**src/rtl/fetch_decode_stage_pkg.sv**
```systemverilog
// Shared pipeline definitions for the IF/ID stage: FSM states, the NOP word,
// instruction field positions and a saturating counter helper.
package fetch_decode_stage_pkg;

  typedef enum logic {
    RUN   = 1'b0,
    STALL = 1'b1
  } state_e;

  localparam logic [31:0] NOP_INSTR = 32'h0;

  localparam int RS_MSB = 25;
  localparam int RS_LSB = 21;
  localparam int RT_MSB = 20;
  localparam int RT_LSB = 16;

  localparam logic [15:0] STALL_CNT_MAX = 16'hFFFF;

  function automatic logic [15:0] sat_inc16(input logic [15:0] v);
    return (v == STALL_CNT_MAX) ? v : v + 16'd1;
  endfunction

endpackage

```
**src/rtl/fetch_decode_stage_load_use_detect.sv**
```systemverilog
// Load-use hazard equation: a load in Execute writing a register that the
// instruction in Decode names in its rs or rt field.
module fetch_decode_stage_load_use_detect (
  input  logic       valid_i,
  input  logic       load_i,
  input  logic [4:0] load_rt_i,
  input  logic [4:0] dec_rs_i,
  input  logic [4:0] dec_rt_i,
  output logic       hazard_o
);

  logic dest_nonzero;
  logic src_match;

  // rt is compared even when it is a destination; an extra stall is harmless.
  assign dest_nonzero = (load_rt_i != 5'd0);
  assign src_match    = (load_rt_i == dec_rs_i) | (load_rt_i == dec_rt_i);
  assign hazard_o     = valid_i & load_i & dest_nonzero & src_match;

endmodule

```
**src/rtl/fetch_decode_stage.sv**
```systemverilog
// IF/ID pipeline register with load-use stall, branch flush, global hold and
// a saturating stall-cycle counter.
module fetch_decode_stage
  import fetch_decode_stage_pkg::*;
#(
  parameter int LOAD_BUBBLES = 1
) (
  input  logic        clk_i,
  input  logic        rst_ni,
  input  logic [31:0] instruction_i,
  input  logic [31:0] pc_plus_four_i,
  input  logic        exr_enable_i,
  input  logic [4:0]  ex_rt_i,
  input  logic        branch_taken_i,
  input  logic        hold_i,
  output logic [31:0] instruction_o,
  output logic [31:0] pc_plus_four_o,
  output logic        valid_o,
  output logic        pc_write_o,
  output logic        bubble_o,
  output logic        flush_o,
  output logic [15:0] stall_count_o,
  output state_e      state_o,
  output logic [1:0]  bub_cnt_o
);

  // Bubbles remaining after the hazard cycle and the first STALL cycle.
  localparam int          BUB_INIT_I = (LOAD_BUBBLES > 1) ? (LOAD_BUBBLES - 2) : 0;
  localparam logic [1:0]  BUB_INIT   = BUB_INIT_I[1:0];
  localparam bit          MULTI_BUB  = (LOAD_BUBBLES > 1);

  state_e      state_q;
  logic [1:0]  bub_cnt_q;
  logic [31:0] instr_q;
  logic [31:0] pc4_q;
  logic        valid_q;
  logic [15:0] stall_cnt_q;
  logic [15:0] stall_cnt_d;

  logic        hazard;
  logic        pc_write;
  logic        bubble;
  logic        flush;
  logic        do_load;
  logic        do_stall;

  fetch_decode_stage_load_use_detect u_load_use_detect (
    .valid_i   (valid_q),
    .load_i    (exr_enable_i),
    .load_rt_i (ex_rt_i),
    .dec_rs_i  (instr_q[RS_MSB:RS_LSB]),
    .dec_rt_i  (instr_q[RT_MSB:RT_LSB]),
    .hazard_o  (hazard)
  );

  always_comb begin
    pc_write = 1'b0;
    bubble   = 1'b1;
    flush    = 1'b0;
    do_load  = 1'b0;
    do_stall = 1'b0;
    if (!rst_ni) begin
      bubble = 1'b1;
    end else if (hold_i) begin
      bubble = ~valid_q;
    end else if (branch_taken_i) begin
      pc_write = 1'b1;
      flush    = 1'b1;
    end else if (state_q == STALL) begin
      do_stall = 1'b1;
    end else if (hazard) begin
      do_stall = 1'b1;
    end else begin
      do_load  = 1'b1;
      pc_write = 1'b1;
      bubble   = ~valid_q;
    end
  end

  assign stall_cnt_d = do_stall ? sat_inc16(stall_cnt_q) : stall_cnt_q;

  always_ff @(posedge clk_i) begin
    if (!rst_ni) begin
      state_q     <= RUN;
      bub_cnt_q   <= 2'd0;
      instr_q     <= NOP_INSTR;
      pc4_q       <= 32'h0;
      valid_q     <= 1'b0;
      stall_cnt_q <= 16'h0;
    end else if (!hold_i) begin
      stall_cnt_q <= stall_cnt_d;
      if (branch_taken_i) begin
        state_q   <= RUN;
        bub_cnt_q <= 2'd0;
        instr_q   <= NOP_INSTR;
        pc4_q     <= 32'h0;
        valid_q   <= 1'b0;
      end else if (state_q == STALL) begin
        if (bub_cnt_q == 2'd0) begin
          state_q <= RUN;
        end else begin
          bub_cnt_q <= bub_cnt_q - 2'd1;
        end
      end else if (hazard) begin
        if (MULTI_BUB) begin
          state_q   <= STALL;
          bub_cnt_q <= BUB_INIT;
        end
      end else if (do_load) begin
        instr_q <= instruction_i;
        pc4_q   <= pc_plus_four_i;
        valid_q <= 1'b1;
      end
    end
  end

  assign instruction_o  = instr_q;
  assign pc_plus_four_o = pc4_q;
  assign valid_o        = valid_q;
  assign pc_write_o     = pc_write;
  assign bubble_o       = bubble;
  assign flush_o        = flush;
  assign stall_count_o  = stall_cnt_q;
  assign state_o        = state_q;
  assign bub_cnt_o      = bub_cnt_q;

endmodule

```
**config.mk**
```make
export PLATFORM = sky130hd
export DESIGN_NAME = fetch_decode_stage
export DESIGN_NICKNAME = d
export VERILOG_FILES = /design/src/rtl/fetch_decode_stage_pkg.sv /design/src/rtl/fetch_decode_stage_load_use_detect.sv /design/src/rtl/fetch_decode_stage.sv
export SDC_FILE = /design/constraint.sdc
export NUM_CORES = 1
export LEC_CHECK = 0
export CELL_PAD_IN_SITES_DETAIL_PLACEMENT = 1
export CELL_PAD_IN_SITES_GLOBAL_PLACEMENT = 1
export CORE_MARGIN = 2
export CORE_UTILIZATION = 32
export DETAILED_ROUTE_END_ITERATION = 12
export MAX_ROUTING_LAYER = met4
export PLACE_DENSITY_LB_ADDON = 0.1
export SLEW_MARGIN = 30
export SYNTH_ARGS = -nofsm -noshare
export SYNTH_HDL_FRONTEND = slang
export SYNTH_SLANG_ARGS = --single-unit
```
**constraint.sdc**
```tcl
create_clock -name clk_i -period 6.4 [get_ports clk_i]
set_input_delay 1.6 -clock clk_i [delete_from_list [all_inputs] [get_ports clk_i]]
set_output_delay 1.6 -clock clk_i [all_outputs]
set_load 0.02 [all_outputs]
```
# Word-level counts from Yosys, hierarchy flattened
# Index checks and enable logic that the tools add are counted.
# Widths: inputs -> output; s select.
# word_totals
out_inout_bits,87
reg_bits,84
word_cells,67
# op_classes
n_addsub,2
eq_ne,6
n_mux,39
n_bitwise,7
n_reduce_logical,7
# op_table
op,count
$mux 32,8
$mux 1,28
$add 16x1->16 const B,1
$eq 16x16->1 const B,1
$eq 5x5->1,2
$mux 2,3
$ne 2x2->1 const B,3
$reduce_and 3->1,2
$reduce_bool 5->1,1
$reduce_and 4->1,1
$reduce_bool 2->1,2
$and 1x1->1,3
$not 1->1,3
$logic_not 2->1,1
$sub 2x1->2 const B,1
$or 1x1->1,1

# Logic depth before layout (Yosys ltp)
# Gate-level depths: netlist (run 1).
# logic_depth
depth_word,12
ltp_mapped,8

# Modules after synthesis
# A second synthesis (run 1) with hierarchy kept.
# hier_totals
hier_cells,360
hier_area_um2,3354.5
# by_module_without_submodules
mod,cells_per_inst,area_per_inst_um2,instances
fetch_decode_stage,343,3221.8,1
fetch_decode_stage_load_use_detect,17,132.6,1

# Worst setup path after synthesis (run 1)
# Ideal clock, no wire load.
# synth_timing
kind,input -> output
start,input ex_rt_i[1]
end,output pc_write_o
slack_ns,1.507
required_ns,4.800
cell_stages,7
arrival_ns,3.293
n_path_buf,2
path_cell_list,or3_1 o311a_4 a21oi_1 buf_2 buf_4 nor2_1 nor3_1
# synth_between
elab_chain_len,8
elab_cells_between_ends,11
classes_between,2 x eq/ne; 5 x mux; 3 x bitwise; 1 x reduce/logical
# synth_lines
item,line_no,source
start: declaration,fetch_decode_stage.sv:13,"input logic [4:0] ex_rt_i,"
$eq 5x5->1 or $reduce_bool 5->1 (tied branches),"fetch_decode_stage_load_use_detect.sv:17, fetch_decode_stage_load_use_detect.sv:16",
$or 1x1->1 or $and 1x1->1 (tied branches),"fetch_decode_stage_load_use_detect.sv:17, fetch_decode_stage_load_use_detect.sv:18",
$and 1x1->1 (*),fetch_decode_stage_load_use_detect.sv:18,assign hazard_o = valid_i & load_i & dest_nonzero & src_match;
$mux 1 (*),fetch_decode_stage.sv:71,end else if (hazard) begin
$mux 1 (*),fetch_decode_stage.sv:69,end else if (state_q == STALL) begin
$mux 1 (*),fetch_decode_stage.sv:66,end else if (branch_taken_i) begin
$mux 1 (*),fetch_decode_stage.sv:64,end else if (hold_i) begin
$mux 1 (*),fetch_decode_stage.sv:62,if (!rst_ni) begin
end: declaration,fetch_decode_stage.sv:19,"output logic pc_write_o,"
# Mark *: on every way between the ends. The rest lies on a longest branch, timed or not.

# Worst setup path in the final report (run 1)
# Same ends and word-level chain as after synthesis.

==> results of run 1 <==
routing by layer:
| metal | track usage | wire length, um |
|---|---|---|
| met5 | - | 0 |
| met4 | 0.06274 | 187 |
| met3 | 0.06140 | 679 |
| met2 | 0.2834 | 4447 |
| met1 | 0.2375 | 4546 |
worst register-to-register path, delay by kind of cell, from the launching register on:
kind            cells  cell delay (ns)
fa+ha+maj           1             0.22
flops               1             0.44
simple gates        3             0.80
compound gates      3             1.07
layout make-up:
| class | count | area (um^2) |
|---|---|---|
| inverters | 6 | 22.52 |
| clock inverters | 5 | 86.33 |
| repair buffers | 163 | 1624 |
| fillers | 1096 | 4656 |
| clock buffers | 10 | 137.6 |
| flip-flops and latches | 84 | 1682 |
| multi-input cells | 182 | 1400 |
| well taps | 133 | 166.4 |
worst paths after layout:
kind	end	cells past startpoint	slack (ns)	start
setup / recovery	pc_write_o	7	0.81	ex_rt_i[1]
hold / removal	pc_plus_four_o[8]	1	0.48	pc_plus_four_o[8]
setup reg to reg	stall_count_o[1]	7	3.75	stall_count_o[0]
hold reg to reg	pc_plus_four_o[8]	1	0.48	pc_plus_four_o[8]
power breakdown:
| part | switching, W | internal (W) |
|---|---|---|
| Combinational | 0.0000621 | 0.0000871 |
| Sequential | 0.00000979 | 0.000538 |
| Clock | 0.000200 | 0.000230 |
through the flow:
step,hold WS [ns],std cells
2_1_floorplan,0.5585,293
3_3_place_gp,0.4557,568
3_5_place_dp,0.4557,568
4_1_cts,0.4851,583
5_1_grt,0.4984,583
6_report,0.4806,583
synthesized netlist by cell type:
cell type | number | area share
sky130_fd_sc_hd__a211oi_4 | 1 | 0.0062
sky130_fd_sc_hd__a21o_1 | 1 | 0.0023
sky130_fd_sc_hd__a21oi_1 | 14 | 0.022
sky130_fd_sc_hd__a22o_1 | 9 | 0.024
sky130_fd_sc_hd__a22o_2 | 55 | 0.17
sky130_fd_sc_hd__a41o_1 | 1 | 0.0031
sky130_fd_sc_hd__and2_1 | 1 | 0.0019
sky130_fd_sc_hd__and3_1 | 1 | 0.0019
sky130_fd_sc_hd__and3b_2 | 1 | 0.0031
sky130_fd_sc_hd__buf_2 | 2 | 0.0031
sky130_fd_sc_hd__buf_4 | 1 | 0.0023
sky130_fd_sc_hd__buf_6 | 7 | 0.024
sky130_fd_sc_hd__clkbuf_1 | 11 | 0.013
sky130_fd_sc_hd__dfxtp_1 | 84 | 0.52
sky130_fd_sc_hd__ha_1 | 2 | 0.0077
sky130_fd_sc_hd__inv_1 | 6 | 0.0070
sky130_fd_sc_hd__mux2i_1 | 4 | 0.012
sky130_fd_sc_hd__nand2_1 | 14 | 0.016
sky130_fd_sc_hd__nand2b_1 | 3 | 0.0058
sky130_fd_sc_hd__nand3_1 | 10 | 0.015
sky130_fd_sc_hd__nand3b_1 | 1 | 0.0023
sky130_fd_sc_hd__nand4_1 | 2 | 0.0039
sky130_fd_sc_hd__nor2_1 | 14 | 0.016
sky130_fd_sc_hd__nor3_1 | 5 | 0.0077
sky130_fd_sc_hd__nor3b_1 | 1 | 0.0023
sky130_fd_sc_hd__nor4_1 | 2 | 0.0039
sky130_fd_sc_hd__o21ai_0 | 5 | 0.0077
sky130_fd_sc_hd__o22ai_2 | 1 | 0.0039
sky130_fd_sc_hd__o311a_4 | 1 | 0.0066
sky130_fd_sc_hd__o311ai_0 | 2 | 0.0054
sky130_fd_sc_hd__o31ai_1 | 8 | 0.019
sky130_fd_sc_hd__o41ai_1 | 2 | 0.0054
sky130_fd_sc_hd__or3_1 | 2 | 0.0039
sky130_fd_sc_hd__or3_4 | 1 | 0.0035
sky130_fd_sc_hd__or4_1 | 8 | 0.019
sky130_fd_sc_hd__xnor2_1 | 10 | 0.027
cell families (layout without fill, tap and decap cells):
| group | after synthesis | in the layout | share of synthesized area |
|---|---|---|---|
| buffers and inverters | 27 | 184 | 0.04958 |
| xor gates and xnor gates | 10 | 10 | 0.02711 |
| and+or+nand+nor | 66 | 66 | 0.1069 |
| AOI/OAI and AO/OA | 100 | 100 | 0.2758 |
| muxes | 4 | 4 | 0.01239 |
| DFF | 84 | 84 | 0.5205 |
| adders and majority gates | 2 | 2 | 0.007745 |
sequential cells by signal, indices dropped and copies added, names as in the netlist:
signal	flops
instruction_o	32
valid_o	1
state_o	1
stall_count_o	16
bub_cnt_o	2
pc_plus_four_o	32
==> metrics.txt, run 1 <==
total number of vias=2918; Sum Neg Setup Slack=0 ns; leakage power total=roughly 1.8 nW; antenna-violating nets left=0; critical path buffer and inverter count=2; ratio of final minimum period to clock period=0.8735; number of instances in the synthesized netlist=between 200 and 300; CTS tree=built; final worst slack=0.8099 ns; maximum count of clock buffers along a single path=2; last weighted congestion value of the routability-driven placer=about 0.80; Row Count=36; commonest non-fill, non-tap cell in the layout=sky130_fd_sc_hd__clkdlybuf4s50_1; fin util=0.5237; count of input and output buffers=160; hold bufs inserted after CTS=0; TritonCTS Buffers=9; relative area change from synthesis to final layout=58.44%; result of the run=complete, no violations; vias in the first global route=just under 3000; fraction of layout instances using a drive strength above 1=0.1756; gate family responsible for the most delay along the worst path=buffers and inverters; Synth Register Bits=between 80 and 90; vias per inst=~5.0; portion of the post-synthesis area used by sequential elements=0.5205; wire length of the first global-routing pass=approximately 16000 um; worst-path cell chain=clkdlybuf4s50_1 -> or3_1 -> o311a_4 -> a21oi_1 -> nor2_1 -> nor3_1 -> clkdlybuf4s50_1; Max Transition Viols Final=0; die area=10920 um^2; setup repair after global routing missed its margin=no; Skew-Pair Late Insertion Delay=between 0.3 and 0.4 ns; final hold violation count=0; GRT Overall Usage=0.1881; Slew @ Worst Pin=0.8853 ns; Die Y-Extent=roughly 100 um; count of inserted antenna diode cells=0; kind of end point of the critical path=output port; Post-Syn Nets=approximately 370; Relative slew margins=0.4098; total non-filler cell area in the finished layout=5119 um^2; Setup-failing EPs final=0; number of clock sinks seen by CTS=84; drc violations=0; CTS Root Cell=sky130_fd_sc_hd__clkbuf_8; critical path's slowest cell=sky130_fd_sc_hd__clkdlybuf4s50_1; Synth cell types=36; Design Power=between 0.001 and 0.0015 W; width of the die=~100 um; pin count of the biggest net entering global routing=65; worst-path fanout max=4; Clock Pin Slew Worst Setup and Hold Paths=around 0.080 ns; H-Tree Level Count=3; kind of start point of the critical path=input pin; post-layout net count=around 520; count of maximum capacitance violations=0; minimum period implied by the final worst setup slack=roughly 5.6 ns; router iterations before antenna repair=6; initial core utilization=0.3305; most frequent cell on the critical path=sky130_fd_sc_hd__clkdlybuf4s50_1; overall overflow remaining after global route=0; Wirelength per Cell=roughly 17 um; Post-Synthesis Mean Instance Area=between 10 and 15 um^2; WP data arrival=3.99 ns; final WL=9861 um; Worst Hold Class=flop to flop; Initial DRC Count=108; warnings from Yosys=0; clock skew after layout=approximately 0.013 ns; ratio of total power to cell area=between 200 and 250 nW/um^2; cts repair resizes=0; initial antenna violation count=0; post-placement cell area=4895 um^2; area of the core region=about 10000 um^2; Setup Buffers After CTS=0; peak ir drop on the vdd network=between 90 and 100 uV; pre-CTS WS=about 0.8 ns; classification of the worst setup path=input pin to output port; Max Freq=roughly 180 MHz; Top-Level Pins=161; combined area of all synthesized cells=~3200 um^2; DP HPWL=6998 um; critical path required time=approximately 4.8 ns; delay contributed by the slowest stage of the critical path=0.65 ns; most used cells in the layout excluding fill and tap cells=sky130_fd_sc_hd__clkdlybuf4s50_1 (160), sky130_fd_sc_hd__dfxtp_1 (84), sky130_fd_sc_hd__a22o_2 (55)
Note: power is estimated with default switching activity, not from simulation.
==> run 2, diff against run 1 <==
Settings changed: ABC_CLOCK_PERIOD_IN_PS from default to 6400, CTS_CLUSTER_SIZE from default to 24.
==> results of run 2 <==
Same layout as run 1: the final DEF is identical, and so are final timing and power.
==> run 3, diff against run 2 <==
Settings changed: ABC_AREA from default to 1.
==> run 3 against run 2 <==
  * Fmax increased by 1.1%
  * First-iteration DRC count increased by 90%
  * Non-clock buffer count increased by 1
  * Core utilization decreased by 4.0 points
  * Flip-flop and latch count unchanged
  * Highest routed layer unchanged
==> metrics.txt, run 3 <==
result of the run=complete, no violations; Die Y-Extent=118.7 um (+14%); delay contributed by the slowest stage of the critical path=0.60 ns (-0.05 ns); kind of start point of the critical path=input pin; Setup-failing EPs final=0 (unchanged); worst-path cell chain=clkdlybuf4s50_1 -> inv_2 -> nand2_1 -> nand2_1 -> nor2_1 -> nand3_1 -> nand2_1 -> nand2_2 -> nand2_2 -> o21ai_0 -> nand3_1 -> clkdlybuf4s50_1; drc violations=0 (unchanged); most frequent cells after synthesis=sky130_fd_sc_hd__nand2_1 (116), sky130_fd_sc_hd__nand3_1 (95), sky130_fd_sc_hd__inv_1 (92); critical path required time=4.80 ns (about the same); CTS tree=built; cts repair resizes=0 (unchanged); GRT Overall Usage=0.2075 (+0.01941); kind of end point of the critical path=output port; Worst Hold Class=flop to flop; share of flip-flops with an asynchronous set or reset=0 (unchanged); top layer used by detailed routing=met4; total number of vias=4555 (+56%); Slew @ Worst Pin=0.7619 ns (-0.1233 ns); vias in the first global route=4607 (+56%); Post-Synthesis Mean Instance Area=6.585 um^2 (-40%); WP data arrival=3.93 ns (-0.06 ns); Clock Pin Slew Worst Setup and Hold Paths=0.06 ns (-0.02 ns); library cell with the largest summed area after synthesis=sky130_fd_sc_hd__dfxtp_1; area of the core region=12720 um^2 (+30%); maximum count of clock buffers along a single path=2 (unchanged); most frequent cell on the critical path=sky130_fd_sc_hd__nand2_1; count of maximum capacitance violations=0 (unchanged); pin count of the biggest net entering global routing=68 (+4.6%); Sum Neg Setup Slack=0 ns (unchanged); post-layout net count=849 (+63%); setup repair after global routing missed its margin=no; classification of the worst setup path=input pin to output port; FILL cells=1681 (+53%); leakage power total=2.469 nW (+36%); number of synthesized flops with an enable pin=0 (unchanged); footprint of the multi-input gates=1963 um^2 (+40%); Skew-Pair Late Insertion Delay=0.35 ns (-0.02 ns); Row Count=41 (+14%); initial core utilization=0.3307 (about the same); TritonCTS Buffers=9 (unchanged); routed wire length on met2=6748 um (+52%); smallest hold slack=0.4849 ns (+0.004384 ns); initial antenna violation count=0 (unchanged); fraction of layout instances using a drive strength above 1=0.04499 (-0.1306); Max Transition Viols Final=0 (unchanged); width of the die=118.7 um (+14%); Top-Level Pins=161 (unchanged); final hold violation count=0 (unchanged); number of clock sinks seen by CTS=84 (unchanged); vias per inst=4.795 (-4.2%); DP HPWL=9723 um (+39%); count of input and output buffers=160 (unchanged); met3 wire length=717 um (+5.6%); Initial DRC Count=205 (+90%); portion of the post-synthesis area used by sequential elements=0.3996 (-0.1209); number of instances in the synthesized netlist=639 (+120%); Post-Syn Nets=715 (+94%); relative area change from synthesis to final layout=46.15%; router iterations before antenna repair=5 (-1); final WL=14030 um (+42%); die area=14080 um^2 (+29%); Synth Register Bits=84 (unchanged); wl on met1=6338 um (+39%); peak ir drop on the vdd network=102.7 uV (+8.0%); last weighted congestion value of the routability-driven placer=0.7974 (+0.30%); cell with the most instances after synthesis=sky130_fd_sc_hd__nand2_1; Synth cell types=26 (-28%); Max Freq=180.8 MHz (+1.1%); Synth top area share=0.3996 (-0.1209); minimum period implied by the final worst setup slack=5.531 ns (-0.05915 ns); overall overflow remaining after global route=0 (unchanged); count of inserted antenna diode cells=0 (unchanged); H-Tree Level Count=3 (unchanged); Wirelength per Cell=14.77 um (-13%); hold bufs inserted after CTS=0 (unchanged); Top FF cell, synth=sky130_fd_sc_hd__dfxtp_1; Relative slew margins=0.4920 (+0.08223); worst-path fanout max=18 (+14); warnings from Yosys=0 (unchanged); Storage cell area=1682 um^2 (unchanged); most used cells in the layout excluding fill and tap cells=sky130_fd_sc_hd__clkdlybuf4s50_1 (159), sky130_fd_sc_hd__nand2_1 (115), sky130_fd_sc_hd__nand3_1 (95); ratio of total power to cell area=209.5 nW/um^2 (-4.8%); Setup Buffers After CTS=0 (unchanged); CTS Root Cell=sky130_fd_sc_hd__clkbuf_16; clock skew after layout=0.005548 ns (-0.007146 ns); critical path's slowest cell=sky130_fd_sc_hd__clkdlybuf4s50_1; combined area of all synthesized cells=4208 um^2 (+30%); commonest non-fill, non-tap cell in the layout=sky130_fd_sc_hd__clkdlybuf4s50_1; Synth area leaders=sky130_fd_sc_hd__dfxtp_1 (40%), sky130_fd_sc_hd__nand3_1 (11%), sky130_fd_sc_hd__nand2_1 (10%), sky130_fd_sc_hd__a21oi_1 (9.9%), sky130_fd_sc_hd__inv_1 (8.2%); antenna-violating nets left=0 (unchanged); wire length of the first global-routing pass=22970 um (+45%); ratio of final minimum period to clock period=0.8642 (-0.009242)
[run 3: cell types whose count changed in the layout (fill, tap and decap cells not counted), moves of 9 or more]
| cell | before | now |
|---|---|---|
| sky130_fd_sc_hd__nand2_1 | 14 | 115 |
| sky130_fd_sc_hd__a22o_2 | 55 | 0 |
| sky130_fd_sc_hd__xor2_1 | 0 | 9 |
| sky130_fd_sc_hd__inv_1 | 6 | 91 |
| sky130_fd_sc_hd__a22o_1 | 9 | 0 |
| sky130_fd_sc_hd__clkbuf_16 | 0 | 9 |
| sky130_fd_sc_hd__a21oi_1 | 13 | 83 |
| sky130_fd_sc_hd__nor2_1 | 14 | 81 |
| sky130_fd_sc_hd__nand3_1 | 10 | 95 |
[run 3: critical path, delay by kind of cell]
family | cells | cell delay (ns)
buffers and inverters | 3 | 1.21
AOI/OAI and AO/OA | 1 | 0.14
and+or+nand+nor | 8 | 0.98
[run 3: cell type report]
type,count,area share
clock buffers,11,0.04110
clock inverters,5,0.008138
inverters,96,0.05860
multi-input cells,418,0.3192
flip-flops and latches,84,0.2734
well taps,172,0.03499
repair buffers,164,0.2645
[run 3: worst paths after layout]
check	start	slack [ns]	end	depth (start not counted)
worst min register to register	pc_plus_four_o[9]	0.48	pc_plus_four_o[9]	2
worst max register to register	instruction_o[17]	3.54	instruction_o[22]	12
worst max-delay path	ex_rt_i[1]	0.87	bubble_o	12
worst min-delay path	pc_plus_four_o[9]	0.48	pc_plus_four_o[9]	2
[run 3: per-layer routing]
layer / GRT usage / vias to the layer above
li1: - / 2264
met1: 0.2502 / 2149
met2: 0.3376 / 119
met3: 0.05840 / 23
met4: 0.06101 / 0
met5: - / -
[run 3: cells by family after synthesis]
kind of cell               synth area share
AOI/OAI and AO/OA                    0.1047
xor gates and xnor gates            0.03122
adders and majority gates          0.005946
buffers and inverters                0.1356
DFF                                  0.3996
and+or+nand+nor                      0.3229
[run 3: power breakdown]
part | switching, W | total [W] | internal [W]
Combinational | 0.000109 | 0.000204 | 0.0000944
Sequential | 0.0000121 | 0.000552 | 0.000540
Clock | 0.000212 | 0.000533 | 0.000321
[run 3: through the flow]
step	utilization	power [W]	cells	instance area [um^2]	setup WS [ns]
floorplan	-	0.0006652	639	4208	2.032
global placement	0.4592	0.0007645	934	5842	1.028
detailed placement	0.4596	0.0007697	934	5847	0.8787
CTS	0.4834	0.001306	950	6150	0.8645
global route	0.4834	0.001344	950	6150	0.7263
finish	0.4834	0.001288	950	6150	0.8690
==> patch (settings of run 2) <==
Make the reset (`rst_ni`) asynchronous in one clocked block.
--- a/src/rtl/fetch_decode_stage.sv
+++ b/src/rtl/fetch_decode_stage.sv
@@ -79,7 +79,7 @@
 
   assign stall_cnt_d = do_stall ? sat_inc16(stall_cnt_q) : stall_cnt_q;
 
-  always_ff @(posedge clk_i) begin
+  always_ff @(posedge clk_i or negedge rst_ni) begin
     if (!rst_ni) begin
       state_q     <= RUN;
       bub_cnt_q   <= 2'd0;
Behaviour: differs if rst_ni is asserted again (counterexample within 4 cycles, from zero or initial values and one cycle with rst_ni low); with rst_ni held inactive, the same outputs for 4 cycles.
==> patch against run 2 <==
Via count shrank 4.3%. Total power is 1.0% higher. Setup slack got worse by 160 ps. Routed wire length increased by 0.40%. Design area rose by 3.0%. Sequential power up 5.7%. Sequential cell count stayed put. Area after synthesis is 6.8% higher. Final cell count down 4.3%.
==> patch: results <==
global_routing:
  grt_max_degree: 73
  track_usage: 0.179
  gr-usage-met1: 0.255
  use_met3: 0.0363
  use_met2: 0.252
  grt_pass1_vias: 2863
  grt_pass1_wl_um: 15700
sta:
  fin_skew_ps: 13.7
  worst_pin_slew_ps: 724
setup_path:
  arrival_ps: 4150
  critPathMaxStageDelay_ps: 630
  crit_end: "bubble_o"
  timing.rr.start: "instruction_o[20]"
  r2r_end: "instruction_o[23]"
  startpoint: "ex_rt_i[4]"
  crit_slowest_cell: "a41o_1"
  worstPathMaxFanout: 19
  reg2reg_slack_ps: 3520
layout:
  finalNetCount: 493
  diodes: 0
  drive_gt1_frac: 0.0569
  fill_cells: 1106
drt:
  vias_per_cell: 5.01
  drt_pre_antenna_iters: 4
  wl_met1_um: 4730
  routed.top_layer: "met4"
  wire_per_inst_um: 17.7
  wl_met3_um: 513
  wl_met2_um: 4440
  drtIter0Drc: 115
logic_synthesis:
  yosysSeqAreaShare: 0.609
  synthTopCellsByArea: "dfrtp_1 61%, a22o_1 16%, xnor2_1 5.1%, buf_6 3.9%, nand2_1 1.3%"
  synth_common_cells: "84 x dfrtp_1, 64 x a22o_1, 20 x xnor2_1, 12 x buf_6, 12 x nand2_1"
  synth_fp_nets: 336
  synth_ff_type: "dfrtp_1"
  yosysUniqueCellTypes: 35
pwr:
  p_leak_nw: 2.28
  swShare: 0.278
  vdd.ir_drop.worst_mv: 0.0993
worst_hold_path:
  hp-start: "stall_count_o[14]"
  hold_end: "stall_count_o[14]"
place:
  placed_cell_area_um2: 5090
  place_hpwl_um: 6920
  routabilityCongestion: 0.792
clocking:
  cts-buffers-inserted: 9
run_status:
  status: "finished, final reports clean"
patch: cell count changes in the layout (fill, tap and decap cells not counted), sizes merged, moves of 5 or more:
cell / before / now
a21oi: 14 / 1
or4: 8 / 0
nor2: 14 / 9
xor2: 0 / 5
dfrtp: 0 / 84
dfxtp: 84 / 0
xnor2: 10 / 20
o31ai: 8 / 0
patch: power groups by stage:
stage / clock [mW] / combinational [mW] / sequential (mW)
6_report: 0.337 / 0.222 / 0.579
4_1_cts: 0.354 / 0.225 / 0.579
5_1_grt: 0.379 / 0.237 / 0.583
3_5_place_dp: 0 / 0.224 / 0.589
2_1_floorplan: 0 / 0.0598 / 0.624
3_3_place_gp: 0 / 0.221 / 0.589
patch: cell families (layout without fill, tap and decap cells):
logic type / count (synthesis) / count (layout) / share of synthesized area
flip-flops: 84 / 84 / 0.609
AO/OA/AOI/OAI: 75 / 75 / 0.185
AND/OR/NAND/NOR: 52 / 52 / 0.0812
XOR/XNOR: 25 / 25 / 0.0635
buffers and inverters: 21 / 183 / 0.0511
adder cells (fa/ha/maj): 2 / 2 / 0.00725
multiplexers: 1 / 1 / 0.00326
patch: stage by stage:
step	hold slack, ps	instances	utilization	worst slack (ps)
2_1_floorplan	595	260	-	1920
3_3_place_gp	482	542	0.489	751
3_5_place_dp	483	542	0.489	677
4_1_cts	510	558	0.506	675
5_1_grt	519	558	0.506	445
6_report	502	558	0.506	649
patch: final cells by class:
cell class,count,area [µm²],area share
sequential,84,2100,0.399
timing repair buffer,164,1630,0.310
multi-input combinational,155,1180,0.224
tap,136,170,0.0323
clock buffer,9,124,0.0235
clock inverter,7,52.6,0.00997
inverter,3,11.3,0.00214
